<file path="config.mk">
export PLATFORM = sky130hd
export DESIGN_NAME = sh_timer_unit_flat
export DESIGN_NICKNAME = d
export VERILOG_FILES = /design/src/rtl/sh_timer_unit_if.sv /design/src/rtl/sh_timer_unit.sv /design/src/flat_wrapper.sv
export SDC_FILE = /design/constraint.sdc
export NUM_CORES = 1
export LEC_CHECK = 0
export ABC_CLOCK_PERIOD_IN_PS = 8400
export CAP_MARGIN = 40
export CORE_MARGIN = 2
export CORE_UTILIZATION = 60
export CTS_CLUSTER_DIAMETER = 100
export CTS_CLUSTER_SIZE = 40
export DETAILED_ROUTE_END_ITERATION = 12
export HOLD_SLACK_MARGIN = 0.03
export PLACE_DENSITY = 0.8
export SETUP_SLACK_MARGIN = 0.02
export SLEW_MARGIN = 25
export SYNTH_ARGS = -nofsm -noshare
export SYNTH_HDL_FRONTEND = slang
export SYNTH_SLANG_ARGS = --single-unit
</file>
<file path="constraint.sdc">
create_clock -name CLK -period 8.4 [get_ports CLK]
set_input_delay 1.68 -clock CLK [delete_from_list [all_inputs] [get_ports CLK]]
set_output_delay 1.68 -clock CLK [all_outputs]
set_load 0.005 [all_outputs]
</file>
<file path="src/rtl/sh_timer_unit_if.sv">
// DBUS slave port of the SH multi-channel timer.
// Carries the address, data and strobes in, and the read data and status out.
interface sh_timer_unit_if;
    logic [31:0] IBUS_A;
    logic [31:0] IBUS_DI;
    logic [31:0] IBUS_DO;
    logic [3:0]  IBUS_BA;
    logic        IBUS_WE;
    logic        IBUS_REQ;
    logic        IBUS_BUSY;
    logic        IBUS_ACT;

    modport master (output IBUS_A, IBUS_DI, IBUS_BA, IBUS_WE, IBUS_REQ,
                    input  IBUS_DO, IBUS_BUSY, IBUS_ACT);
    modport slave  (input  IBUS_A, IBUS_DI, IBUS_BA, IBUS_WE, IBUS_REQ,
                    output IBUS_DO, IBUS_BUSY, IBUS_ACT);
endinterface

</file>
<file path="src/rtl/sh_timer_unit.sv">
// Multi-channel compare/overflow timer with a shared prescaler and an external clock input.
// Each channel has compare-match auto-clear, one-shot stop, a TO pin and a level IRQ.
module sh_timer_unit #(
    parameter int          CHANNELS  = 4,
    parameter int          WIDTH     = 16,
    parameter logic [31:0] BASE_ADDR = 32'hFFFFFC00
) (
    input  logic                CLK,
    input  logic                RST,
    input  logic                CE_R,
    input  logic                CE_F,
    sh_timer_unit_if.slave      bus,
    input  logic                TCLK,
    output logic [CHANNELS-1:0] TO,
    output logic [CHANNELS-1:0] IRQ
);
    typedef logic [WIDTH-1:0] cnt_t;

    logic [7:0]          pre_q, pre_d;
    logic [2:0]          tclk_q, tclk_d;
    logic [CHANNELS-1:0] tstr_q, tstr_d, to_q, to_d;
    logic [CHANNELS-1:0] cmf_q, cmf_d, ovf_q, ovf_d;
    logic [CHANNELS-1:0] cmie_q, cmie_d, ovie_q, ovie_d;
    logic [5:0]          tcr_q [CHANNELS];
    logic [5:0]          tcr_d [CHANNELS];
    cnt_t                tcnt_q [CHANNELS];
    cnt_t                tcnt_d [CHANNELS];
    cnt_t                tcmp_q [CHANNELS];
    cnt_t                tcmp_d [CHANNELS];

    logic        hit, is_tstr, is_ch, act, wr_en;
    logic [2:0]  ch_sel;
    logic [1:0]  reg_sel;
    logic [31:0] rdata, lane_m, wdata;
    logic [3:0]  pre_tick;
    logic        ext_rise, ext_fall;
    logic [1:0]  flag_clr;

    logic [CHANNELS-1:0] wr_ch, tick, wrap, match, ovf_set;
    cnt_t                nxt [CHANNELS];
    logic                unused_ok;

    function automatic logic [31:0] lane_mask(input logic [3:0] ba);
        return {{8{ba[3]}}, {8{ba[2]}}, {8{ba[1]}}, {8{ba[0]}}};
    endfunction

    function automatic logic sel_tick(input logic [2:0] cks, input logic [3:0] pt,
                                      input logic rise, input logic fall);
        case (cks)
            3'd0:    return pt[0];
            3'd1:    return pt[1];
            3'd2:    return pt[2];
            3'd3:    return pt[3];
            3'd4:    return rise;
            3'd5:    return fall;
            default: return 1'b0;
        endcase
    endfunction

    // Address decode: channel n at 0x10*n, TSTR at 0x80; low two address bits are lane-selected.
    assign hit     = bus.IBUS_REQ && (bus.IBUS_A[31:8] == BASE_ADDR[31:8]);
    assign ch_sel  = bus.IBUS_A[6:4];
    assign reg_sel = bus.IBUS_A[3:2];
    assign is_tstr = (bus.IBUS_A[7:2] == 6'h20);
    assign is_ch   = !bus.IBUS_A[7] && (int'(ch_sel) < CHANNELS);
    assign act     = hit && (is_tstr || is_ch);
    assign wr_en   = act && bus.IBUS_WE && CE_R;

    assign lane_m   = lane_mask(bus.IBUS_BA);
    assign wdata    = (rdata & ~lane_m) | (bus.IBUS_DI & lane_m);
    assign flag_clr = bus.IBUS_DI[1:0] & {2{bus.IBUS_BA[0]}};

    assign bus.IBUS_DO   = rdata;
    assign bus.IBUS_ACT  = act;
    assign bus.IBUS_BUSY = 1'b0;

    always_comb begin
        rdata = '0;
        if (act) begin
            if (is_tstr) rdata = 32'(tstr_q);
            for (int i = 0; i < CHANNELS; i++) begin
                if (is_ch && ch_sel == 3'(i)) begin
                    case (reg_sel)
                        2'd0:    rdata = 32'(tcr_q[i]);
                        2'd1:    rdata = 32'(tcnt_q[i]);
                        2'd2:    rdata = 32'(tcmp_q[i]);
                        default: rdata = {22'd0, ovie_q[i], cmie_q[i], 6'd0, ovf_q[i], cmf_q[i]};
                    endcase
                end
            end
        end
    end

    assign pre_tick = {pre_q == 8'hFF, pre_q[5:0] == 6'h3F, pre_q[3:0] == 4'hF, pre_q[1:0] == 2'h3};
    // tclk_q[1] is the synchronised level, tclk_q[2] its previous value.
    assign ext_rise = tclk_q[1] & ~tclk_q[2];
    assign ext_fall = ~tclk_q[1] & tclk_q[2];

    always_comb begin
        pre_d   = pre_q + 8'd1;
        tclk_d  = {tclk_q[1], tclk_q[0], TCLK};
        tstr_d  = tstr_q;
        to_d    = to_q;
        cmf_d   = cmf_q;
        ovf_d   = ovf_q;
        cmie_d  = cmie_q;
        ovie_d  = ovie_q;
        wr_ch   = '0;
        tick    = '0;
        wrap    = '0;
        match   = '0;
        ovf_set = '0;
        for (int i = 0; i < CHANNELS; i++) begin
            tcr_d[i]  = tcr_q[i];
            tcnt_d[i] = tcnt_q[i];
            tcmp_d[i] = tcmp_q[i];
            wr_ch[i]  = wr_en && is_ch && (ch_sel == 3'(i));
            tick[i]   = tstr_q[i] && sel_tick(tcr_q[i][2:0], pre_tick, ext_rise, ext_fall);

            nxt[i] = tcnt_q[i] + cnt_t'(1);
            if (tcr_q[i][3] && tcnt_q[i] == tcmp_q[i]) begin
                nxt[i] = '0;
            end else if (tcnt_q[i] == '1) begin
                nxt[i]  = '0;
                wrap[i] = 1'b1;
            end

            // A CPU write to TCNT pre-empts the tick entirely, suppressing match and overflow.
            if (wr_ch[i] && reg_sel == 2'd1) begin
                tcnt_d[i] = wdata[WIDTH-1:0];
            end else if (tick[i]) begin
                tcnt_d[i]  = nxt[i];
                match[i]   = (nxt[i] == tcmp_q[i]);
                ovf_set[i] = wrap[i];
            end

            if (wr_ch[i] && reg_sel == 2'd0) begin
                tcr_d[i] = wdata[5:0];
                to_d[i]  = 1'b0;
            end else if (match[i]) begin
                to_d[i] = tcr_q[i][4] | ~to_q[i];
            end

            if (wr_ch[i] && reg_sel == 2'd2) tcmp_d[i] = wdata[WIDTH-1:0];

            if (wr_ch[i] && reg_sel == 2'd3) begin
                if (flag_clr[0]) cmf_d[i] = 1'b0;
                if (flag_clr[1]) ovf_d[i] = 1'b0;
                cmie_d[i] = wdata[8];
                ovie_d[i] = wdata[9];
            end
            if (match[i])   cmf_d[i] = 1'b1;
            if (ovf_set[i]) ovf_d[i] = 1'b1;

            if (match[i] && tcr_q[i][5]) tstr_d[i] = 1'b0;
        end
        if (wr_en && is_tstr) tstr_d = wdata[CHANNELS-1:0];
    end

    always_ff @(posedge CLK or posedge RST) begin
        if (RST) begin
            pre_q  <= '0;
            tclk_q <= '0;
            tstr_q <= '0;
            to_q   <= '0;
            cmf_q  <= '0;
            ovf_q  <= '0;
            cmie_q <= '0;
            ovie_q <= '0;
            for (int i = 0; i < CHANNELS; i++) begin
                tcr_q[i]  <= '0;
                tcnt_q[i] <= '0;
                tcmp_q[i] <= '1;
            end
        end else if (CE_R) begin
            pre_q  <= pre_d;
            tclk_q <= tclk_d;
            tstr_q <= tstr_d;
            to_q   <= to_d;
            cmf_q  <= cmf_d;
            ovf_q  <= ovf_d;
            cmie_q <= cmie_d;
            ovie_q <= ovie_d;
            tcr_q  <= tcr_d;
            tcnt_q <= tcnt_d;
            tcmp_q <= tcmp_d;
        end
    end

    assign TO  = to_q;
    assign IRQ = (cmf_q & cmie_q) | (ovf_q & ovie_q);

    assign unused_ok = ^{CE_F, bus.IBUS_A[1:0], wdata};
endmodule

</file>
<file path="src/flat_wrapper.sv">
// flat-port wrapper written by rule: the top's interface ports become plain ports
module sh_timer_unit_flat 
#(
    parameter int          CHANNELS  = 4,
    parameter int          WIDTH     = 16,
    parameter logic [31:0] BASE_ADDR = 32'hFFFFFC00
)
  (CLK, RST, CE_R, CE_F, TCLK, TO, IRQ, bus_IBUS_A, bus_IBUS_DI, bus_IBUS_BA, bus_IBUS_WE, bus_IBUS_REQ, bus_IBUS_DO, bus_IBUS_BUSY, bus_IBUS_ACT);
  sh_timer_unit_if bus_i ();
  input  logic CLK;
  input  logic RST;
  input  logic CE_R;
  input  logic CE_F;
  input  logic TCLK;
  output logic [CHANNELS-1:0] TO;
  output logic [CHANNELS-1:0] IRQ;
  input wire logic [$bits(bus_i.IBUS_A)-1:0] bus_IBUS_A;
  input wire logic [$bits(bus_i.IBUS_DI)-1:0] bus_IBUS_DI;
  input wire logic [$bits(bus_i.IBUS_BA)-1:0] bus_IBUS_BA;
  input wire logic [$bits(bus_i.IBUS_WE)-1:0] bus_IBUS_WE;
  input wire logic [$bits(bus_i.IBUS_REQ)-1:0] bus_IBUS_REQ;
  output wire logic [$bits(bus_i.IBUS_DO)-1:0] bus_IBUS_DO;
  output wire logic [$bits(bus_i.IBUS_BUSY)-1:0] bus_IBUS_BUSY;
  output wire logic [$bits(bus_i.IBUS_ACT)-1:0] bus_IBUS_ACT;
  assign bus_i.IBUS_A = bus_IBUS_A;
  assign bus_i.IBUS_DI = bus_IBUS_DI;
  assign bus_i.IBUS_BA = bus_IBUS_BA;
  assign bus_i.IBUS_WE = bus_IBUS_WE;
  assign bus_i.IBUS_REQ = bus_IBUS_REQ;
  assign bus_IBUS_DO = bus_i.IBUS_DO;
  assign bus_IBUS_BUSY = bus_i.IBUS_BUSY;
  assign bus_IBUS_ACT = bus_i.IBUS_ACT;
  sh_timer_unit #(.CHANNELS(CHANNELS), .WIDTH(WIDTH), .BASE_ADDR(BASE_ADDR)) u_core (.CLK(CLK), .RST(RST), .CE_R(CE_R), .CE_F(CE_F), .bus(bus_i), .TCLK(TCLK), .TO(TO), .IRQ(IRQ));
endmodule
</file>
* After elaboration in Yosys (flattened, before gate mapping) *
Index checks and enable logic that the tools add are counted.

cells by class
  add/subtract/negate cells = 5
  bitwise logic cells = 20
  $mul = 0
  magnitude comparators = 1
  multiplexer cells = 85
  div/mod/pow operators = 0
  shifts and indexed selects = 0
  equal/unequal tests = 44
  reductions and logical operators = 111

operators with widths
  kind                                                                   count
  16-bit 2-to-1 mux                                                      16
  16-bit one-hot mux with 3 select lines                                 4
  32-bit 2-to-1 mux                                                      5
  16-bit equality test                                                   8
  16-bit by 1-bit adder with 16-bit output, second input constant        4
  16-bit equality test, second input constant                            4
  2-bit nonzero test                                                     28
  1-bit 2-to-1 mux                                                       54
  2-bit AND reduction                                                    24
  1-bit logical AND                                                      43
  16-bit AND                                                             2
  3-bit by 2-bit equality test with 1-bit output, second input constant  10
  24-bit equality test, second input constant                            1
  3-bit equality test, second input constant                             8
  1-bit one-hot mux with 6 select lines                                  4
  3-bit AND reduction                                                    8
  16-bit NOT                                                             1
  16-bit OR                                                              1
  3-bit by 1-bit equality test with 1-bit output, second input constant  5
  3-bit zero test                                                        5
  6-bit equality test, second input constant                             2
  8-bit by 1-bit adder with 8-bit output, second input constant          1
  4-bit AND                                                              2
  8-bit equality test, second input constant                             1
  other kinds (13)                                                       25

storage, ports and cells
  bits in latches = 0
  ROM bits = 0
  bits in writable memories = 0
  register bits after elaboration = 187
  memories kept = 0

* Depth between registers and ports, before layout *
Gate-level depths: netlist of the first run.

  depth after elaboration = 13
  mapped depth = 13

* Worst setup path before layout of the first run *
Ideal clock, no wire load.

  path type = input to output
  start point = input port bus_IBUS_A[3]
  end point = output port bus_IBUS_DO[0]
  slack = 3.392 ns
  stages = 8
  buffers on the path = 3
  data required time = 6.720 ns
  arrival = 3.328 ns
  cell sequence = clkbuf_1 > clkbuf_1 > buf_2 > mux4_2 > a221oi_1 > o21ai_0 > o211ai_1 > inv_1

on the way
  longest elaborated chain between the ends = 7
  elaborated cells between the ends (all ways) = 16
  those cells by class = eq/ne: 3; mux: 10; reduce/logical: 3

RTL lines
  element                                                                            RTL line                                  RTL
  start: declaration                                                                 flat_wrapper.sv:17                        input wire logic [$bits(bus_i.IBUS_A)-1:0] bus_IBUS_A;
  2-bit equality test, or another cell as far along                                  sh_timer_unit.sv:83                       case (reg_sel)
  16-bit one-hot mux with 3 select lines / 4-bit 2-to-1 mux (equally long branches)  sh_timer_unit.sv:83, sh_timer_unit.sv:80
  32-bit 2-to-1 mux (4 in a row)                                                     sh_timer_unit.sv:82                       if (is_ch && ch_sel == 3'(i)) begin
  32-bit 2-to-1 mux (*)                                                              sh_timer_unit.sv:79                       if (act) begin
  end: declaration                                                                   flat_wrapper.sv:22                        output wire logic [$bits(bus_i.IBUS_DO)-1:0] bus_IBUS_DO;

Every way passes the cells marked *; elsewhere a longest branch is shown, timed or not.

* Worst setup path in the final report of the first run *
  start point = input port bus_IBUS_A[19]
  end point = output port bus_IBUS_DO[0]

on the way
  longest elaborated chain between the ends = 4

RTL lines
  element               RTL line             RTL
  24-bit equality test  sh_timer_unit.sv:61  assign hit = bus.IBUS_REQ && (bus.IBUS_A[31:8] == BASE_ADDR[31:8]);
  1-bit logical AND     sh_timer_unit.sv:61
  1-bit logical AND     sh_timer_unit.sv:66  assign act = hit && (is_tstr || is_ch);
  32-bit 2-to-1 mux     sh_timer_unit.sv:79

No other way between the ends.

==> metrics.yaml, run 1 <==
grt_overflow: 0
start_util_pct: 60.5
viasPerCell: 6.93
rsz0062_at_grt: "false"
power.density_mw_per_mm2: 123
postCtsSetupBuffers: 0
fill_cells: 1999
ff2ff_path_depth: 10
dp.cells: 2019
globalplace.congestion: 1.09
drc: 0
cts_hold_buffers: 0
rr_startpoint: "u_core.tcnt_q[35]"
cts_sinks: 187
min_period_ns: 6.82
synth_cell_type_count: 97
core_area_sq_mm: 0.0233
die_area_sq_mm: 0.0247
grt_max_degree: 118
drt_first_pass_iters: 8
clock_latency_ns: 0.45
yosys-top-cells-area: "dfrtp_1 22%, dfstp_2 12%, a21oi_1 6.4%, nor2_1 5.7%, o21ai_0 4.7%"
fin_cells: 2055
worst_pin_slew_ns: 0.894
syn_avg_cell_area_sq_um: 8.11
startpoint_type: "primary input"
ys_seq_elements: 187
synthCells: 1735
async_flop_share_pct: 100
p_clk_share_pct: 39.9
p_switching_mw: 0.519
synth_edf_count: 0
via_count: 14200
clk_path_buf_depth: 2
grtUsageTotal_pct: 40.6
dr_wl_met2_mm: 22.0
synth_ff_type: "dfrtp_1"
met3_length_mm: 5.65
totalWireLength_mm: 49.5
layout-drive-gt1-share_pct: 12.1
crit_path_max_incr_delay_ns: 0.75
setup_viol: 0
swShare_pct: 27.3
holdPathStages: 1
crit_required_ns: 6.72
ys_seq_area_share_pct: 33.8
cts_tree: "yes"
antenna_found_initial: 1
cp.depth: 9
io_pins: 117
crit_start: "bus_IBUS_A[19]"
leakage_nw: 6.11
critPathMaxFanout: 11
peakVddDrop_uv: 116
fp.dieW_um: 157
drtAntennaViolNets: 0
cts_max_level: 4
setup_ws_ns: 1.58
yosysTopAreaCellShare_pct: 21.9
numPortBuffers: 78
cp_cell_sequence: "clkdlybuf4s50_1 -> nand4_1 -> nor4_1 -> nand2_1 -> or2_2 -> inv_1 -> o211ai_1 -> inv_1 -> clkdlybuf4s50_1"
hold_viol: 0
finalClockSkew_ns: 0.0123
antenna_cells: 0
synthesis.area_sq_mm: 0.0141
clk_pin_slew_ns: 0.07
cts_buffers: 17
comb_power_share_pct: 10.5
syn2layout_area_growth_pct: 10.1
worstSetupEndpoint: "bus_IBUS_DO[0]"
total_power_mw: 1.90
hold_path.class: "flip-flop to flip-flop"
place_ws_ns: 1.80
wl_per_cell_um: 24.1
relSlewSlack_pct: 39.8
intPower_mw: 1.38
arrival_ns: 5.14
seqPwrFrac_pct: 49.7
worst-path-buf-inv: 4
cp_top_family: "simple AND/OR/NAND/NOR gates"
dieHeight_um: 157
drtIter0Drc: 1998
fin_tns_setup_ns: 0
yosys_warnings: 0
grt_pass1_wl_mm: 76.3
slew_violations: 0
max_freq_ghz: 0.147
critical_path_class: "primary input to output pin"
drv_cap: 0
routed.top_layer: "met4"
end_kind: "output pin"
grt_pass1_vias: 13100
cts-root-buf: "clkbuf_16"
status: "completed"
yosys-top-cells-count: "213 x nor2_1, 179 x a21oi_1, 132 x o21ai_0"
dp.final_hpwl_mm: 35.2
synth_top_area_cell: "dfrtp_1"
reg2reg_to: "u_core.tstr_q[1]"
synth_most_common_cell: "nor2_1"
wl_met1_mm: 19.2
cts_resized: 0
fin_crit_sh_pct: 81.2
critPathSlowestCell: "nor4_1"
reg2reg_slack_ns: 3.83
final_nets: 1803
rows: 56
final_core_util_pct: 66.5
## routing by layer
metal / GRT usage (%) / up-vias
li1: - / 6244
met1: 54.2 / 6823
met2: 61.7 / 979
met3: 10.0 / 186
met4: 20.6 / 0
met5: 0 / -
## power by group through the flow
stage	Clock (mW)	Combinational (mW)	Sequential, mW
CTS	0.762	0.189	0.943
global placement	0	0.179	0.957
detailed placement	0	0.189	0.958
global route	0.795	0.209	0.946
finish	0.758	0.199	0.944
floorplan	0	0.111	0.952
## sequential cells by signal (all words and copies together), names as in the netlist
signal and count:
u_core.TO 4, u_core.tcmp_q 64, u_core.cmf_q 4, u_core.ovf_q 4, u_core.tcr_q 24, u_core.pre_q 8
u_core.cmie_q 4, u_core.ovie_q 4, u_core.tstr_q 4, u_core.tcnt_q 64, u_core.tclk_q 3
## cell usage in the layout, fill, tap and decap left out, types with 7 or more instances in the layout
| master | count |
|---|---|
| or4_1 | 8 |
| nand2b_1 | 17 |
| nor3_1 | 26 |
| o21a_1 | 9 |
| nand4_1 | 36 |
| mux4_2 | 8 |
| nand2_1 | 117 |
| o22ai_1 | 25 |
| o21ai_0 | 132 |
| conb_1 | 17 |
| a221oi_1 | 24 |
| a211oi_1 | 14 |
| a22oi_1 | 30 |
| and2_1 | 10 |
| mux2i_1 | 33 |
| clkdlybuf4s50_1 | 77 |
| mux2_2 | 15 |
| dfstp_2 | 64 |
| buf_4 | 30 |
| a22o_1 | 11 |
| xnor2_1 | 61 |
| clkbuf_16 | 17 |
| or3_1 | 8 |
| or2_2 | 8 |
| and3_1 | 20 |
| and4b_1 | 7 |
| dfrtp_1 | 123 |
| nand3_1 | 53 |
| a21oi_1 | 178 |
| nor4_1 | 30 |
| inv_1 | 37 |
| nor2_1 | 213 |
| nor2b_1 | 16 |
| o31ai_1 | 11 |
| o211ai_1 | 14 |
| nand3b_1 | 7 |
| xor2_1 | 68 |
## cell type report
class	instances	area, sq um	share of cell area [%]
inverter	39	154	0.994
clock buffer	23	458	2.96
multi-input combinational	1361	8510	55.0
timing repair buffer	117	1130	7.29
clock inverter	9	70.1	0.453
sequential	187	4760	30.7
tap	319	399	2.58
## kinds of logic (layout without fill, tap and decap cells)
logic type	count (synthesis)	after routing	share of synthesized area, %
AOI/OAI and AO/OA	522	522	23.3
xor gates and xnor gates	130	130	8.19
adders and majority gates	5	5	0.445
buffers and inverters	203	188	6.53
DFF	187	187	33.8
muxes	61	61	5.19
other	1	17	0.0267
and+or+nand+nor	626	626	22.5
## through the flow
stage          cell area [sq um]  hold WS [ns]
2_1_floorplan              14100         0.446
3_3_place_gp               14800         0.464
3_5_place_dp               14900         0.486
4_1_cts                    15400         0.497
5_1_grt                    15500         0.514
6_report                   15500         0.508
## worst min path at each step
stage | from | to | slack [ns]
detailed placement | u_core.pre_q[0] | u_core.pre_q[0] | 0.49
floorplan | u_core.pre_q[5] | u_core.pre_q[5] | 0.45
CTS | u_core.pre_q[0] | u_core.pre_q[0] | 0.50
global placement | u_core.pre_q[5] | u_core.pre_q[5] | 0.46
finish | u_core.pre_q[0] | u_core.pre_q[0] | 0.51
global route | u_core.pre_q[4] | u_core.pre_q[4] | 0.51
Power figures use the tool's default switching activity.
==> run 2, diff against run 1 <==
--- a/config.mk
+++ b/config.mk
@@ -5,7 +5,7 @@
 export SDC_FILE = /design/constraint.sdc
 export NUM_CORES = 1
 export LEC_CHECK = 0
-export ABC_CLOCK_PERIOD_IN_PS = 8400
+export ABC_CLOCK_PERIOD_IN_PS = 6400
 export CAP_MARGIN = 40
 export CORE_MARGIN = 2
 export CORE_UTILIZATION = 60
==> constraint.sdc (replaced) <==
create_clock -name CLK -period 6.4 [get_ports CLK]
set_input_delay 1.28 -clock CLK [delete_from_list [all_inputs] [get_ports CLK]]
set_output_delay 1.28 -clock CLK [all_outputs]
set_load 0.005 [all_outputs]
==> metrics.yaml, run 2 (synthesized netlist as in run 1, its figures left out) <==
finalClockSkew_ns: 0.0115  # -0.000795 ns
drt_first_pass_iters: 6  # -2
leakage_nw: 6.20  # +1.5%
relSlewSlack_pct: 37.6  # -2.2 points
drtIter0Drc: 1891  # -5.4%
slew_violations: 0  # unchanged
clk_pin_slew_ns: 0.07  # about the same
fill_cells: 2001  # +0.10%
totalWireLength_mm: 50.5  # +2.0%
crit_start: "bus_IBUS_A[31]"
rows: 56  # unchanged
peakVddDrop_uv: 146  # +25%
cts_hold_buffers: 0  # unchanged
end_kind: "output pin"
hold_viol: 0  # unchanged
drtAntennaViolNets: 0  # unchanged
crit_path_max_incr_delay_ns: 0.63  # -0.12 ns
hold_path.class: "flip-flop to flip-flop"
max_freq_ghz: 0.173
crit_required_ns: 5.12  # -1.60 ns
reg2reg_slack_ns: 2.36  # -1.47 ns
cts_resized: 0  # unchanged
antenna_found_initial: 0  # -1
syn2layout_area_growth_pct: 10.8
worst_pin_slew_ns: 0.910  # +0.0158 ns
cts_buffers: 17  # unchanged
fin_crit_sh_pct: 90.4
grt_overflow: 0  # unchanged
dp.final_hpwl_mm: 36.6  # +4.0%
drc: 0  # unchanged
fp.dieW_um: 157  # unchanged
arrival_ns: 4.50  # -0.64 ns
io_pins: 117  # unchanged
antenna_cells: 0  # unchanged
setup_viol: 0  # unchanged
grt_pass1_vias: 13200  # +0.78%
grt_max_degree: 88  # -25%
cts-root-buf: "clkbuf_16"
rsz0062_at_grt: "false"
final_cell_mix: "213 x nor2_1, 179 x a21oi_1, 132 x o21ai_0"
grtUsageTotal_pct: 41.4  # +0.75 points
start_util_pct: 60.5  # unchanged
final_area_sq_mm: 0.0156  # +0.65%
critical_path_class: "primary input to output pin"
cts_sinks: 187  # unchanged
critPathMaxFanout: 11  # unchanged
min_period_ns: 5.78
fin_tns_setup_ns: 0  # unchanged
drv_cap: 0  # unchanged
layout-drive-gt1-share_pct: 12.7  # +0.60 points
placed_area_sq_mm: 0.0150  # +0.38%
die_area_sq_mm: 0.0247  # unchanged
critPathSlowestCell: "nor3_1"
ff2ff_path_depth: 10  # unchanged
viasPerCell: 6.89  # -0.58%
holdWs_ns: 0.485  # -0.0227 ns
numPortBuffers: 78  # unchanged
postCtsSetupBuffers: 0  # unchanged
grt_pass1_wl_mm: 77.0  # +0.92%
startpoint_type: "primary input"
clock_latency_ns: 0.46  # about the same
reg2reg_to: "u_core.tstr_q[1]"
dieHeight_um: 157  # unchanged
final_nets: 1815  # +0.67%
cts_tree: "yes"
worstSetupEndpoint: "bus_IBUS_DO[8]"
cp_top_family: "simple AND/OR/NAND/NOR gates"
via_count: 14200  # unchanged
cp_cell_sequence: "clkdlybuf4s50_1 -> nand4_1 -> nor3_1 -> nand2_1 -> or2_2 -> inv_1 -> o21ai_0 -> inv_1 -> clkdlybuf4s50_1"
core_area_sq_mm: 0.0233  # unchanged
rr_startpoint: "u_core.tcnt_q[35]"
globalplace.congestion: 1.06  # -2.3%
final_common_cell: "nor2_1"
status: "completed"
reg_top3: "u_core.tcmp_q (64), u_core.tcnt_q (64), u_core.tcr_q (24)"
power.density_mw_per_mm2: 166  # +35%
worst-path-buf-inv: 4  # unchanged
clk_path_buf_depth: 2  # unchanged
wl_per_cell_um: 24.5  # +1.4%
cts_max_level: 4  # unchanged
cp.depth: 9  # unchanged
==> run 2: cell types whose count changed in the layout (fill, tap and decap cells not counted), moves of 2 or more <==
cell	delta
buf_4	+10
clkinvlp_4	-3
clkbuf_1	-4
clkinv_4	-2
inv_6	+6
buf_2	+2
==> run 2: cell type report <==
type	instances	area, sq um	area share (%)
Clock inverter	12	124	0.795
Multi-Input combinational cell	1361	8490	54.5
Tap cell	319	399	2.56
Timing Repair Buffer	129	1200	7.69
Inverter	39	154	0.988
Sequential cell	187	4760	30.5
Clock buffer	20	457	2.93
==> run 2: through the flow <==
step	power, mW	utilization, %	setup slack [ns]	std cells
floorplan	1.39	-	0.140	1751
global placement	1.49	63.9	0.819	2023
detailed placement	1.51	64.3	0.762	2031
CTS	2.57	66.8	0.748	2063
global route	2.65	67.0	0.582	2067
finish	2.59	67.0	0.618	2067
==> run 2: worst min path at each step <==
stage / startpoint / end / slack (ns) / cells after the start
floorplan: u_core.pre_q[5] / u_core.pre_q[5] / 0.45 / 1
global placement: u_core.pre_q[5] / u_core.pre_q[5] / 0.46 / 1
detailed placement: u_core.pre_q[5] / u_core.pre_q[5] / 0.47 / 1
CTS: u_core.pre_q[5] / u_core.pre_q[5] / 0.48 / 1
global route: u_core.pre_q[5] / u_core.pre_q[5] / 0.49 / 1
finish: u_core.pre_q[5] / u_core.pre_q[5] / 0.49 / 1
==> run 2: worst register-to-register path, stage by stage (launching register included) <==
cell and delay [ns]:
dfrtp_1 0.57, nand4_1 0.52, nor4_1 0.70, nand3_1 0.31, o21ai_1 0.16, buf_4 0.27, mux2i_1 0.23, o221ai_1 0.24
or4_4 0.66, o211ai_1 0.17, o21ai_0 0.10
==> run 2: where the power goes <==
part | switching, mW | internal [mW] | total (mW) | leakage, nW
sequential | 0.0307 | 1.21 | 1.24 | 2.35
combinational | 0.164 | 0.0945 | 0.259 | 3.57
clock | 0.521 | 0.570 | 1.09 | 0.285
==> run 2: layer usage <==
| metal | track usage (%) | wire (um) |
|---|---|---|
| met4 | 21.0 | 2750 |
| met3 | 8.87 | 5530 |
| met2 | 65.0 | 22900 |
| met5 | 0 | 0 |
| met1 | 54.2 | 19400 |
